**src/rtl/countdown_timer.sv**
```systemverilog
// Loadable down-counting timer with one-shot/periodic modes, pause, abort and retrigger.
// Emits a single-cycle expire pulse when the loaded period elapses.
module countdown_timer #(
   parameter int unsigned WIDTH = 32
) (
   input  logic             clock,
   input  logic             reset,
   input  logic [WIDTH-1:0] load_value,
   input  logic             start,
   input  logic             periodic,
   input  logic             pause,
   input  logic             abort,
   output logic [WIDTH-1:0] count,
   output logic             busy,
   output logic             paused,
   output logic             expire
);

   typedef enum logic [1:0] {
      IDLE = 2'd0,
      RUN  = 2'd1,
      HOLD = 2'd2
   } state_t;

   state_t           state;
   state_t           state_nx;
   logic [WIDTH-1:0] count_nx;
   logic [WIDTH-1:0] reload_reg;
   logic [WIDTH-1:0] reload_nx;
   logic             mode_reg;
   logic             mode_nx;
   logic             expire_nx;

   // State and registered outputs; busy/paused are derived from the next state
   always_ff @(posedge clock) begin
      if (reset) begin
         state      <= IDLE;
         count      <= '0;
         reload_reg <= '0;
         mode_reg   <= 1'b0;
         busy       <= 1'b0;
         paused     <= 1'b0;
         expire     <= 1'b0;
      end else begin
         state      <= state_nx;
         count      <= count_nx;
         reload_reg <= reload_nx;
         mode_reg   <= mode_nx;
         busy       <= (state_nx != IDLE);
         paused     <= (state_nx == HOLD);
         expire     <= expire_nx;
      end
   end

   // Priority: abort > start > pause > decrement
   always_comb begin
      state_nx  = state;
      count_nx  = count;
      reload_nx = reload_reg;
      mode_nx   = mode_reg;
      expire_nx = 1'b0;

      if (abort) begin
         state_nx = IDLE;
         count_nx = '0;
      end else if (start) begin
         reload_nx = load_value;
         mode_nx   = periodic;
         if (load_value == '0) begin
            state_nx  = IDLE;
            count_nx  = '0;
            expire_nx = 1'b1;
         end else begin
            state_nx = RUN;
            count_nx = load_value;
         end
      end else begin
         unique case (state)
            RUN, HOLD: begin
               if (pause) begin
                  state_nx = HOLD;
               end else if (count == WIDTH'(1)) begin
                  expire_nx = 1'b1;
                  if (mode_reg) begin
                     state_nx = RUN;
                     count_nx = reload_reg;
                  end else begin
                     state_nx = IDLE;
                     count_nx = '0;
                  end
               end else if (count == '0) begin
                  // Unreachable in normal operation; park safely without wrapping
                  state_nx = IDLE;
               end else begin
                  state_nx = RUN;
                  count_nx = count - WIDTH'(1);
               end
            end
            default: begin
               state_nx = IDLE;
            end
         endcase
      end
   end

endmodule

```
**config.mk**
```make
export PLATFORM = sky130hd
export DESIGN_NAME = countdown_timer
export DESIGN_NICKNAME = d
export VERILOG_FILES = /design/src/rtl/countdown_timer.sv
export SDC_FILE = /design/constraint.sdc
export NUM_CORES = 1
export LEC_CHECK = 0
export CORE_UTILIZATION = 45
export DETAILED_ROUTE_END_ITERATION = 10
export PLACE_DENSITY = 0.73
export SLEW_MARGIN = 5
export SYNTH_ARGS = -nofsm -noshare
export SYNTH_HDL_FRONTEND = slang
export SYNTH_SLANG_ARGS = --single-unit
```
**constraint.sdc**
```tcl
create_clock -name clock -period 2.6 [get_ports clock]
set_clock_uncertainty 0.15 [all_clocks]
set_input_delay 0.78 -clock clock [delete_from_list [all_inputs] [get_ports clock]]
set_output_delay 0.78 -clock clock [all_outputs]
set_load 0.01 [all_outputs]
```
==> flow_summary.yaml <==
outcome:
  status: "finished with violations"
  violations: "setup timing"
route:
  drt_wl_total_um: 15700
  routedWlPerCell_um: 20.2
  drtIter0Drc: 348
  first_pass_iters: 5
  route.vias.total: 4752
  via_per_inst: 6.12
  drtAntennaViolNets: 0
  drc: 0
logic_synthesis:
  synth-async-reset-ratio_pct: 0
  postSynthNetCount: 558
  synth_seq_cells: 70
  yosysTopAreaCell: "dfxtp_1"
  ys_seq_area_share_pct: 35.9
  synth_ff_type: "dfxtp_1"
  netlist_area_sq_mm: 0.00390
  synth_edf_count: 0
  syn_area_per_cell_sq_um: 7.55
  synth_warnings: 0
  yosysUniqueCellTypes: 54
  synth.top_cell.area_share_pct: 35.9
  synth_cells: 517
  synth_area_leaders: "dfxtp_1 (36%), nand2_1 (8.8%), a21oi_1 (8.5%)"
power_and_ir_drop:
  p_per_area_mw_per_mm2: 513
  p_leak_nw: 2.27
  vdd_drop_max_uv: 299
worst_setup_path:
  ff2ff_setup_slack_ps: -40
  required_ps: 2720
  critPathKind: "register to register"
  cp.arrival_ps: 2760
  crit_buf_inv: 2
  critPathMaxFanout: 5
  cp_slowest_cell: "or4_4"
  path_cells: "or3_4, or3_4, or4_4, nor2_4, buf_12, buf_6, o22ai_2, a21oi_2"
  crit_path_frequent_cell: "or3_4"
  slowest_delay_ps: 600
  endpoint_kind: "register"
  cp-start-kind: "register"
  path_delay_family: "simple AND/OR/NAND/NOR gates"
grt:
  grt-ovfl-total: 0
  grt_start_max_net_pins: 34
  track_usage_pct: 34.3
  grt_pass1_wl_um: 23300
  grt_pass1_vias: 4474
  antenna_found_initial: 0
sta:
  fmax_mhz: 378
  fin_setup_tns_ps: -56.4
  setup_ws_ps: -42.2
  hold_viol_final: 0
  post-route-min-period_ps: 2640
  worstMarginPinSlew_ps: 538
  fin_crit_sh_pct: 102
  finalSetupViolations: 2
  rsz0062_at_grt: "yes"
  drv_slew: 0
  relSlewSlack_pct: 64.0
finish:
  syn_to_final_growth_pct: 49.2
  num_antenna_cells: 0
  fin_nets: 708
  stdcell_count: 776
  num-fill-cells: 699
  fin_util_pct: 70.1
  layout_common_cells: "buf_4 (95), nand2_1 (91), clkdlybuf4s50_1 (72), dfxtp_1 (69), a21oi_1 (62)"
  layout_commonest_cell: "buf_4"
  drive_above_1_share_pct: 23.5
die:
  initial_utilization_pct: 47.0
  die_w_um: 95.1
  rows: 33
  die_h_um: 95.1
  fp.dieArea_sq_mm: 0.00905
  coreArea_sq_mm: 0.00830
  io_pins: 73
place:
  post-place-ws_ps: -32.8
  port_buffers: 72
  place_congestion: 0.942
  post-dp-hpwl_um: 10700
  placed_cells: 757
clocking:
  cts_made_buffers: 9
  cts.sinks: 70
  path_clk_slew_ps: 80
  cts.path.max_buffers: 2
  ctsHoldBuffers: 0
  insertion_delay_ps: 350
  root_buffer: "clkbuf_8"
  htree_levels: 3
  cts_tree: "done"
worst_hold_path:
  hold_class: "register to register"
flow_run:
  max-cap-violations: 0
[repair_timing]
item                       in CTS  in global routing
pin swaps                       2                 17
setup buffers                   0                  3
gates resized for setup         1                 33
cloned                          0                  1
setup endpoints to repair       4                 25
[cells by family (layout without fill, tap and decap cells)]
family / after synthesis / after routing / synth area share [%]
fa+ha+maj: 3 / 3 / 0.962
mux: 5 / 5 / 1.41
compound gates: 157 / 157 / 24.9
xor+xnor: 21 / 21 / 4.71
simple gates: 215 / 215 / 27.3
flops: 70 / 70 / 35.9
buf+inv: 46 / 200 / 4.78
[tightest hold or removal path, stage by stage, from the launching register on]
cell and delay, ps:
dfxtp_1 310, nand2_1 50, a21oi_1 50
[metal layers]
metal | GRT usage, % | vias to the layer above | wire [um]
met5 | 0 | - | 0
met4 | 13.9 | 0 | 360
met3 | 5.42 | 40 | 1350
met2 | 56.7 | 259 | 7580
met1 | 44.3 | 2259 | 6370
li1 | - | 2194 | -
[path summary, 6_finish.rpt]
kind | endpoint | cells past startpoint | from
hold reg to reg | reload_reg[8] | 2 | reload_reg[8]
setup reg to reg | count[4] | 8 | count[23]
hold / removal | reload_reg[8] | 2 | reload_reg[8]
setup / recovery | count[4] | 8 | count[23]
[stage by stage]
| stage | total power [W] | instance area (sq um) | hold slack [ps] |
|---|---|---|---|
| 2_1_floorplan | 0.00157 | 3900 | 282 |
| 3_3_place_gp | 0.00195 | 5410 | 288 |
| 3_5_place_dp | 0.00196 | 5410 | 294 |
| 4_1_cts | 0.00290 | 5620 | 303 |
| 5_1_grt | 0.00309 | 5820 | 315 |
| 6_report | 0.00298 | 5820 | 301 |
[Yosys cell counts, drive strengths merged, types with 6 or more instances]
cell type,number
a21oi,66
a22oi,6
and2,13
buf,6
clkbuf,31
dfxtp,70
inv,9
nand2,91
nand3,9
nand4,7
nor2,29
nor3,20
nor4,21
o21ai,25
o221ai,16
o22ai,12
or4,7
xnor2,10
xor2,11
[layout make-up]
cell class              count  area (sq um)  area share (%)
repair buffers            176          1570            27.0
clock buffers              12           165            2.84
well taps                 105           131            2.26
multi-input cells         401          2470            42.5
inverters                   9          33.8           0.580
clock inverters             3          42.5           0.731
flip-flops and latches     70          1400            24.1
[report_power, final]
group | internal [W] | total, W | switching [W]
logic | 0.000417 | 0.000878 | 0.000461
registers | 0.00112 | 0.00116 | 0.0000357
clock network | 0.000516 | 0.000950 | 0.000434
total | 0.00205 | 0.00298 | 0.000930
Power figures use the tool's default switching activity.
